`src/rtl/dmem_arbiter_if.sv`:
```
// Bus bundle between the data-memory arbiter, its two requesting masters and the 256x8 memory.
// The slave modport is the arbiter's view; master is the view of the masters plus the memory.
interface dmem_arbiter_if #(
  parameter int unsigned AW = 8,
  parameter int unsigned DW = 8
);
  logic          Req0;
  logic          We0;
  logic [AW-1:0] Addr0;
  logic [DW-1:0] WData0;
  logic          Ack0;
  logic [DW-1:0] RData0;

  logic          Req1;
  logic          We1;
  logic [AW-1:0] Addr1;
  logic [DW-1:0] WData1;
  logic          Ack1;
  logic [DW-1:0] RData1;

  logic          MemWriteEn;
  logic [AW-1:0] MemAddr;
  logic [DW-1:0] MemWData;
  logic [DW-1:0] MemRData;
  logic          Busy;

  modport slave (
    input  Req0, We0, Addr0, WData0,
    input  Req1, We1, Addr1, WData1,
    input  MemRData,
    output Ack0, RData0, Ack1, RData1,
    output MemWriteEn, MemAddr, MemWData, Busy
  );

  modport master (
    output Req0, We0, Addr0, WData0,
    output Req1, We1, Addr1, WData1,
    output MemRData,
    input  Ack0, RData0, Ack1, RData1,
    input  MemWriteEn, MemAddr, MemWData, Busy
  );
endinterface

```
`src/rtl/dmem_arbiter.sv`:
```
// Two-port round-robin arbiter and access sequencer for the data memory.
// Every access takes exactly three cycles: latch in IDLE, memory access in SERVE, Ack in DONE.
module dmem_arbiter #(
  parameter int unsigned AW = 8,
  parameter int unsigned DW = 8
) (
  input logic           Clk,
  input logic           Reset_n,
  dmem_arbiter_if.slave bus
);

  typedef enum logic [1:0] {
    StIdle,
    StServe,
    StDone
  } state_e;

  state_e        state_q, state_d;
  logic          last_q, last_d;
  logic          owner_q, owner_d;
  logic          we_q, we_d;
  logic [AW-1:0] addr_q, addr_d;
  logic [DW-1:0] wdata_q, wdata_d;
  logic          ack0_q, ack0_d;
  logic          ack1_q, ack1_d;
  logic [DW-1:0] rdata0_q, rdata0_d;
  logic [DW-1:0] rdata1_q, rdata1_d;
  logic          winner;

  always_comb begin
    state_d  = state_q;
    last_d   = last_q;
    owner_d  = owner_q;
    we_d     = we_q;
    addr_d   = addr_q;
    wdata_d  = wdata_q;
    ack0_d   = 1'b0;
    ack1_d   = 1'b0;
    rdata0_d = rdata0_q;
    rdata1_d = rdata1_q;
    winner   = 1'b0;

    unique case (state_q)
      StIdle: begin
        if (bus.Req0 || bus.Req1) begin
          // On a tie the port that did not win last time is granted.
          winner  = (bus.Req0 && bus.Req1) ? ~last_q : bus.Req1;
          owner_d = winner;
          last_d  = winner;
          we_d    = winner ? bus.We1    : bus.We0;
          addr_d  = winner ? bus.Addr1  : bus.Addr0;
          wdata_d = winner ? bus.WData1 : bus.WData0;
          state_d = StServe;
        end
      end
      StServe: begin
        if (!we_q) begin
          if (owner_q) rdata1_d = bus.MemRData;
          else         rdata0_d = bus.MemRData;
        end
        if (owner_q) ack1_d = 1'b1;
        else         ack0_d = 1'b1;
        state_d = StDone;
      end
      StDone: begin
        state_d = StIdle;
      end
      default: begin
        state_d = StIdle;
      end
    endcase
  end

  always_ff @(posedge Clk or negedge Reset_n) begin
    if (!Reset_n) begin
      state_q  <= StIdle;
      last_q   <= 1'b1;
      owner_q  <= 1'b0;
      we_q     <= 1'b0;
      addr_q   <= '0;
      wdata_q  <= '0;
      ack0_q   <= 1'b0;
      ack1_q   <= 1'b0;
      rdata0_q <= '0;
      rdata1_q <= '0;
    end else begin
      state_q  <= state_d;
      last_q   <= last_d;
      owner_q  <= owner_d;
      we_q     <= we_d;
      addr_q   <= addr_d;
      wdata_q  <= wdata_d;
      ack0_q   <= ack0_d;
      ack1_q   <= ack1_d;
      rdata0_q <= rdata0_d;
      rdata1_q <= rdata1_d;
    end
  end

  // The memory bus is driven only in SERVE so a reset drops the write strobe at once.
  assign bus.MemWriteEn = (state_q == StServe) && we_q;
  assign bus.MemAddr    = (state_q == StServe) ? addr_q  : '0;
  assign bus.MemWData   = (state_q == StServe) ? wdata_q : '0;
  assign bus.Busy       = (state_q != StIdle);

  assign bus.Ack0   = ack0_q;
  assign bus.Ack1   = ack1_q;
  assign bus.RData0 = rdata0_q;
  assign bus.RData1 = rdata1_q;

endmodule

```
`src/flat_wrapper.sv`:
```
// flat-port wrapper written by rule: the top's interface ports become plain ports
module dmem_arbiter_flat 
#(
  parameter int unsigned AW = 8,
  parameter int unsigned DW = 8
)
  (Clk, Reset_n, bus_Req0, bus_We0, bus_Addr0, bus_WData0, bus_Req1, bus_We1, bus_Addr1, bus_WData1, bus_MemRData, bus_Ack0, bus_RData0, bus_Ack1, bus_RData1, bus_MemWriteEn, bus_MemAddr, bus_MemWData, bus_Busy);
  dmem_arbiter_if #(.AW(AW), .DW(DW)) bus_i ();
  input logic Clk;
  input logic Reset_n;
  input wire logic [$bits(bus_i.Req0)-1:0] bus_Req0;
  input wire logic [$bits(bus_i.We0)-1:0] bus_We0;
  input wire logic [$bits(bus_i.Addr0)-1:0] bus_Addr0;
  input wire logic [$bits(bus_i.WData0)-1:0] bus_WData0;
  input wire logic [$bits(bus_i.Req1)-1:0] bus_Req1;
  input wire logic [$bits(bus_i.We1)-1:0] bus_We1;
  input wire logic [$bits(bus_i.Addr1)-1:0] bus_Addr1;
  input wire logic [$bits(bus_i.WData1)-1:0] bus_WData1;
  input wire logic [$bits(bus_i.MemRData)-1:0] bus_MemRData;
  output wire logic [$bits(bus_i.Ack0)-1:0] bus_Ack0;
  output wire logic [$bits(bus_i.RData0)-1:0] bus_RData0;
  output wire logic [$bits(bus_i.Ack1)-1:0] bus_Ack1;
  output wire logic [$bits(bus_i.RData1)-1:0] bus_RData1;
  output wire logic [$bits(bus_i.MemWriteEn)-1:0] bus_MemWriteEn;
  output wire logic [$bits(bus_i.MemAddr)-1:0] bus_MemAddr;
  output wire logic [$bits(bus_i.MemWData)-1:0] bus_MemWData;
  output wire logic [$bits(bus_i.Busy)-1:0] bus_Busy;
  assign bus_i.Req0 = bus_Req0;
  assign bus_i.We0 = bus_We0;
  assign bus_i.Addr0 = bus_Addr0;
  assign bus_i.WData0 = bus_WData0;
  assign bus_i.Req1 = bus_Req1;
  assign bus_i.We1 = bus_We1;
  assign bus_i.Addr1 = bus_Addr1;
  assign bus_i.WData1 = bus_WData1;
  assign bus_i.MemRData = bus_MemRData;
  assign bus_Ack0 = bus_i.Ack0;
  assign bus_RData0 = bus_i.RData0;
  assign bus_Ack1 = bus_i.Ack1;
  assign bus_RData1 = bus_i.RData1;
  assign bus_MemWriteEn = bus_i.MemWriteEn;
  assign bus_MemAddr = bus_i.MemAddr;
  assign bus_MemWData = bus_i.MemWData;
  assign bus_Busy = bus_i.Busy;
  dmem_arbiter #(.AW(AW), .DW(DW)) u_core (.Clk(Clk), .Reset_n(Reset_n), .bus(bus_i));
endmodule
```
`config.mk`:
```
export PLATFORM = sky130hd
export DESIGN_NAME = dmem_arbiter_flat
export DESIGN_NICKNAME = d
export VERILOG_FILES = /design/src/rtl/dmem_arbiter_if.sv /design/src/rtl/dmem_arbiter.sv /design/src/flat_wrapper.sv
export SDC_FILE = /design/constraint.sdc
export NUM_CORES = 1
export LEC_CHECK = 0
export CORE_ASPECT_RATIO = 1.5
export CORE_MARGIN = 4
export CORE_UTILIZATION = 26
export DETAILED_ROUTE_END_ITERATION = 10
export PLACE_DENSITY = 0.62
export SKIP_LAST_GASP = 1
export SLEW_MARGIN = 20
export SYNTH_ARGS = -nofsm -noshare
export SYNTH_HDL_FRONTEND = slang
export SYNTH_SLANG_ARGS = --single-unit
```
`constraint.sdc`:
```
create_clock -name Clk -period 2.2 [get_ports Clk]
set_clock_uncertainty 0.2 [all_clocks]
set_input_delay 0.44 -clock Clk [delete_from_list [all_inputs] [get_ports Clk]]
set_output_delay 0.44 -clock Clk [all_outputs]
set_load 0.01 [all_outputs]
```
==> results of run 1 <==
-- cell type report --
class / instances / area [um2] / share of cell area (%)
clock buffers: 8 / 100 / 3.50
well taps: 78 / 97.6 / 3.41
multi-input cells: 78 / 787 / 27.5
inverters: 3 / 11.3 / 0.394
flip-flops and latches: 39 / 977 / 34.1
repair buffers: 94 / 888 / 31.0
-- power by group --
| group | switching (W) | internal (W) |
|---|---|---|
| clock | 0.000239 | 0.000286 |
| combinational | 0.000666 | 0.00109 |
| sequential | 0.000171 | 0.00109 |
-- kinds of logic after synthesis --
group           Yosys count  synth area share (%)
mux                      50                  33.0
flops                    39                  54.0
simple gates             23                  8.24
buf+inv                   7                  2.56
compound gates            5                  2.15
-- synthesized netlist by cell type --
cell	count
a21bo_1	1
a21oi_1	1
a31oi_1	1
and2_1	18
buf_2	1
buf_6	1
buf_8	1
clkbuf_1	1
dfrtp_1	38
dfstp_2	1
inv_1	3
mux2_2	41
mux2_4	9
nand2b_1	1
nor2_1	2
nor3_2	1
nor3b_2	1
o21ai_2	1
o2bb2ai_1	1
-- per-stage QoR --
| step | utilization [%] | instance area [um2] | setup slack [ns] |
|---|---|---|---|
| after CTS | 42.5 | 2890 | 0.00988 |
| final | 42.0 | 2860 | 0.113 |
| after floorplan | - | 1810 | 0.435 |
| after global placement | 41.2 | 2800 | -0.0248 |
| after global routing | 42.0 | 2860 | 0.00371 |
| after detailed placement | 41.2 | 2800 | -0.0460 |
-- how the worst max path moves through the flow --
| stage | from | endpoint | slack [ns] | cells after the start |
|---|---|---|---|---|
| 2_1_floorplan | u_core.last_q | u_core.addr_q[0] | 0.44 | 5 |
| 3_3_place_gp | bus_Req1 | u_core.wdata_q[2] | -0.02 | 5 |
| 3_5_place_dp | bus_Req1 | u_core.wdata_q[2] | -0.05 | 5 |
| 4_1_cts | u_core.state_q[1] | bus_Busy | 0.01 | 3 |
| 5_1_grt | u_core.state_q[1] | bus_Busy | 0.004 | 3 |
| 6_report | u_core.state_q[1] | bus_MemWData[4] | 0.11 | 5 |
-- layer usage --
metal / wire (um) / part of all wire (%)
met5: 0 / 0
met4: 66 / 1.6
met3: 277 / 6.8
met2: 2240 / 55
met1: 1510 / 37
-- worst reg2reg max path, delay by kind of cell, from the launching register on --
kind	cells	cell delay, ns
flip-flops	1	0.55
AO/OA/AOI/OAI	1	0.19
multiplexers	2	0.59
buffers and inverters	1	0.16
-- what timing repair did --
item | CTS | global route
resized for setup | 17 | 20
endpoints found under the hold margin | 13 | 0
setup endpoints to repair | 17 | 14
hold buffers | 1 | 0
-- registers in the layout (all words and copies together) (netlist names) --
name,flops
u_core.we_q,1
u_core.bus.Ack1,1
u_core.wdata_q,8
u_core.owner_q,1
u_core.last_q,1
u_core.state_q,2
u_core.bus.Ack0,1
u_core.bus.RData0,8
u_core.bus.RData1,8
u_core.addr_q,8
==> run_results.csv, run 1 <==
group,metric,value,unit
layout,fillers,661,
yosys,avgSynthCellArea,14.6,um2
setup_path,crit_fanout,19,
grt,grt_usage,10.1,%
hold_path,worstHoldStart,"u_core.wdata_q[3]",
setup_path,required,1.56,ns
grt,grt_pass1_wl,6.58,mm
detailed_routing,ant_nets,0,
yosys,synth_warnings,0,
timing,slew_headroom,76.7,%
die,start_util,26.6,%
timing,finalHoldViolations,0,
timing,slew_violations,0,
grt,grt.busiest_layer,"met2",
die,rows,37,
detailed_routing,via_per_inst,4.37,
yosys,synth.area.top_cells,"dfrtp_1 (53%), mux2_2 (26%), mux2_4 (7.5%)",
yosys,synth_area,1810,um2
layout,area_delta_synth_final,58.3,%
die,fp.dieArea,8380,um2
place,gp_congestion,0.660,
hold_path,min_to,"u_core.wdata_q[3]",
clocking,tritoncts.num_buffers,5,
die,die-height,110,um
setup_path,path_class,"reg2out",
setup_path,reg2reg_depth,4,
detailed_routing,drt_iter0_drc,20,
setup_path,cpPeakStageDelay,0.38,ns
timing,rsz0062_at_grt,"no",
clocking,cts-root-buf,"clkbuf_8",
grt,gr-usage-met2,19.2,%
die,io_pins,82,
pwr,peakVddDrop,364,uV
layout,layout-drive-gt1-share,38.3,%
setup_path,cp.buffers_inverters,3,
timing,finalSetupViolations,0,
setup_path,path_cells,"nand2b_1 > inv_2 > buf_12 > and2_1 > dlygate4sd2_1",
setup_path,crit_slowest_cell,"dfrtp_1",
clocking,cts_tree,"yes",
clocking,clkSlewWorstSetupHoldPaths,0.07,ns
yosys,yosysSeqAreaShare,54.0,%
pwr,p_leak,1.28,nW
yosys,yosys.area.top_type,"dfrtp_1",
grt,gr-usage-met1,10.2,%
clocking,post-cts-setup-buffer-count,0,
pwr,p_per_area,1240,nW/um2
clocking,cts.sinks,39,
layout,final_common_cell,"clkdlybuf4s50_1",
layout,diodes,0,
setup_path,cp-end-kind,"primary output",
clocking,h-tree-depth,2,
yosys,ys_ff_latch,39,
grt,grt_max_degree,26,
clocking,cts_buffer_depth,2,
detailed_routing,avgRoutedWirePerCell,13.6,um
grt,antenna_found_initial,0,
yosys,synth_top_area_share,52.6,%
yosys,synth.distinct_cells,19,
place,hpwl,3.25,mm
setup_path,critPathLaunchType,"register",
detailed_routing,first_pass_iters,2,
hold_path,hold_depth,1,
run_status,outcome,"finished, final reports clean",
timing,max_freq,479,MHz
detailed_routing,wirelength,4.09,mm
timing,post-route-period-util,94.9,%
setup_path,rr_startpoint,"u_core.last_q",
setup_path,r2r_slack,0.40,ns
timing,min_period,2.09,ns
layout,final_cell_mix,"clkdlybuf4s50_1 (63), mux2_2 (41), dfrtp_1 (38)",
grt,use_met3,3.41,%
hold_path,holdCritPathClass,"reg2reg",
setup_path,crit_arrival,1.45,ns
yosys,synth_nets,170,
timing,tns,0,ns
timing,hold_ws,0.299,ns
detailed_routing,drc,0,
layout,finalNetCount,267,
timing,worst_pin_slew,0.350,ns
grt,grt_overflow,0,
pwr,p_total,0.00354,W
die,die_w,76.1,um
place,dp_cells,291,
setup_path,path_delay_family,"buffers and inverters",
grt,grt_pass1_vias,1364,
setup_path,rr_endpoint,"u_core.wdata_q[2]",
detailed_routing,num_vias,1310,
flow_run,cap_violations,0,
clocking,insertion_delay,0.29,ns
yosys,syn-instance-count,124,
die,core_area,6810,um2
place,io_buffer_count,81,
layout,fin_cells,300,
(Power assumes the default switching activity.)
==> run 2, diff against run 1 <==
DONT_BUFFER_PORTS = 1   (was unset)
PLACE_DENSITY = 0.47   (was 0.62)
==> run 2 against run 1 <==
- critical path depth is 1 lower
- highest routed layer unchanged
- via count fell by 22%
- clock-buffer cell count unchanged
- sequential power is 9% higher
- critical path type unchanged
- worst hold slack got worse by 0.28 ns
- clock power fell by 2%
==> run_results.csv, run 2 (synthesis results as in run 1) <==
group,metric,value,unit
detailed_routing,via_per_inst,4.73,
setup_path,crit_arrival,1.40,ns
grt,gr-usage-met1,8.47,%
layout,final_common_cell,"mux2_2",
place,gp_congestion,0.704,
grt,antenna_found_initial,0,
setup_path,crit_slowest_cell,"dfrtp_1",
hold_path,holdCritPathClass,"in2reg",
timing,finalHoldViolations,0,
setup_path,r2r_slack,0.32,ns
timing,worst_pin_slew,0.329,ns
clocking,cts-root-buf,"clkbuf_8",
timing,min_period,2.04,ns
setup_path,required,1.56,ns
detailed_routing,num_vias,1018,
detailed_routing,wirelength,3.63,mm
setup_path,critPathLaunchType,"register",
grt,grt.busiest_layer,"met2",
layout,fin_cells,215,
run_status,outcome,"finished, final reports clean",
clocking,h-tree-depth,2,
grt,grt_max_degree,40,
layout,finalNetCount,182,
die,core_area,6810,um2
place,io_buffer_count,0,
grt,grt_overflow,0,
die,die-height,110,um
clocking,cts.sinks,39,
clocking,insertion_delay,0.29,ns
timing,rsz0062_at_grt,"no",
place,dp_cells,204,
pwr,power.internal,0.00197,W
setup_path,path_class,"reg2out",
place,pre_cts_ws,0.300,ns
detailed_routing,drc,0,
timing,post-route-period-util,92.9,%
clocking,cts_buffer_depth,2,
pwr,swShare,33.5,%
clocking,cts_tree,"yes",
pwr,peakVddDrop,370,uV
timing,slew_headroom,78.0,%
timing,max_freq,489,MHz
layout,diodes,0,
pwr,p_leak,0.896,nW
pwr,pwr-share-comb,36.3,%
flow_run,cap_violations,0,
grt,use_met3,3.74,%
detailed_routing,drt_iter0_drc,23,
timing,hold_ws,0.0157,ns
setup_path,cpPeakStageDelay,0.34,ns
hold_path,hold_depth,1,
die,die_w,76.1,um
timing,slew_violations,0,
setup_path,reg2reg_depth,4,
detailed_routing,first_pass_iters,2,
timing,finalSetupViolations,0,
die,fp.dieArea,8380,um2
die,io_pins,82,
setup_path,path_cells,"nand2b_1 > clkinvlp_4 > buf_12 > and2_1",
grt,grt_pass1_vias,1125,
setup_path,cp.depth,4,
setup_path,cp-end-kind,"primary output",
pwr,p_per_area,1430,nW/um2
setup_path,path_delay_family,"simple AND/OR/NAND/NOR gates",
layout,final_cell_mix,"mux2_2 (41), dfrtp_1 (38), and2_1 (18)",
place,hpwl,2.77,mm
setup_path,crit_fanout,18,
clocking,tritoncts.num_buffers,5,
die,rows,37,
setup_path,cp.buffers_inverters,2,
timing,tns,0,ns
layout,area_delta_synth_final,14.5,%
timing,setup_slack,0.155,ns
detailed_routing,avgRoutedWirePerCell,16.9,um
layout,layout-drive-gt1-share,51.1,%
pwr,p_switching,0.000991,W
pwr,clkPwrFrac,17.4,%
pwr,pwr-share-seq,46.3,%
die,start_util,26.6,%
clocking,clkSlewWorstSetupHoldPaths,0.08,ns
detailed_routing,ant_nets,0,
grt,gr-usage-met2,16.2,%
grt,grt_pass1_wl,5.62,mm
grt,grt_usage,8.82,%
## run 2: cell types whose count changed in the layout (fill, tap and decap cells not counted), sizes merged
| cell | change |
|---|---|
| clkdlybuf4s50 | -63 |
| clkbuf | -9 |
| dlygate4sd2 | -8 |
| inv | -1 |
| buf | -5 |
| clkinvlp | +1 |
## run 2: layout make-up
class                           count  area, um2
Fill cell                         694       4740
Sequential cell                    39        977
Multi-Input combinational cell     78        785
Clock buffer                        8        100
Tap cell                           78       97.6
Timing Repair Buffer                9       95.1
Inverter                            3       15.0
## run 2: final timing paths
check	from	to
worst max register to register	u_core.last_q	u_core.addr_q[6]
max in group asynchronous	Reset_n	u_core.last_q
worst min register to register	u_core.wdata_q[5]	u_core.wdata_q[5]
min in group asynchronous	Reset_n	u_core.wdata_q[3]
worst max-delay path	u_core.state_q[1]	bus_MemAddr[4]
worst min-delay path	bus_Req0	u_core.last_q
## run 2: what timing repair did
| item | CTS | global route |
|---|---|---|
| hold buffers | 2 | 0 |
| buffers inserted | 0 | 1 |
| pin swaps | 0 | 0 |
| setup endpoints to repair | 17 | 17 |
| resized for setup | 1 | 0 |
| hold endpoints to repair | 39 | 0 |
## run 2: routing by layer
metal / share of wire, % / wire length [um]
met2: 57 / 2070
met4: 1.9 / 68
met3: 9.1 / 330
met1: 32 / 1160
met5: 0 / 0
## run 2: power groups by stage
| stage | combinational [W] | clock (W) | sequential, W |
|---|---|---|---|
| 2_1_floorplan | 0.000850 | 0 | 0.00132 |
| 3_5_place_dp | 0.00103 | 0 | 0.00139 |
| 3_3_place_gp | 0.000992 | 0 | 0.00138 |
| 5_1_grt | 0.00119 | 0.000572 | 0.00141 |
| 6_report | 0.00107 | 0.000515 | 0.00137 |
| 4_1_cts | 0.00106 | 0.000541 | 0.00138 |
## run 2: worst reg2reg max path, delay by kind of cell, from the launching register on
family / cells / cell delay, ns
flip-flops: 1 / 0.55
buffers and inverters: 1 / 0.26
AO/OA/AOI/OAI: 1 / 0.13
multiplexers: 2 / 0.63
## run 2: per-stage QoR
step	total power, W	area, um2	utilization, %
floorplan	0.00217	1810	-
global placement	0.00237	1920	28.1
detailed placement	0.00242	1920	28.1
CTS	0.00298	2050	30.1
global route	0.00318	2070	30.4
finish	0.00296	2070	30.4
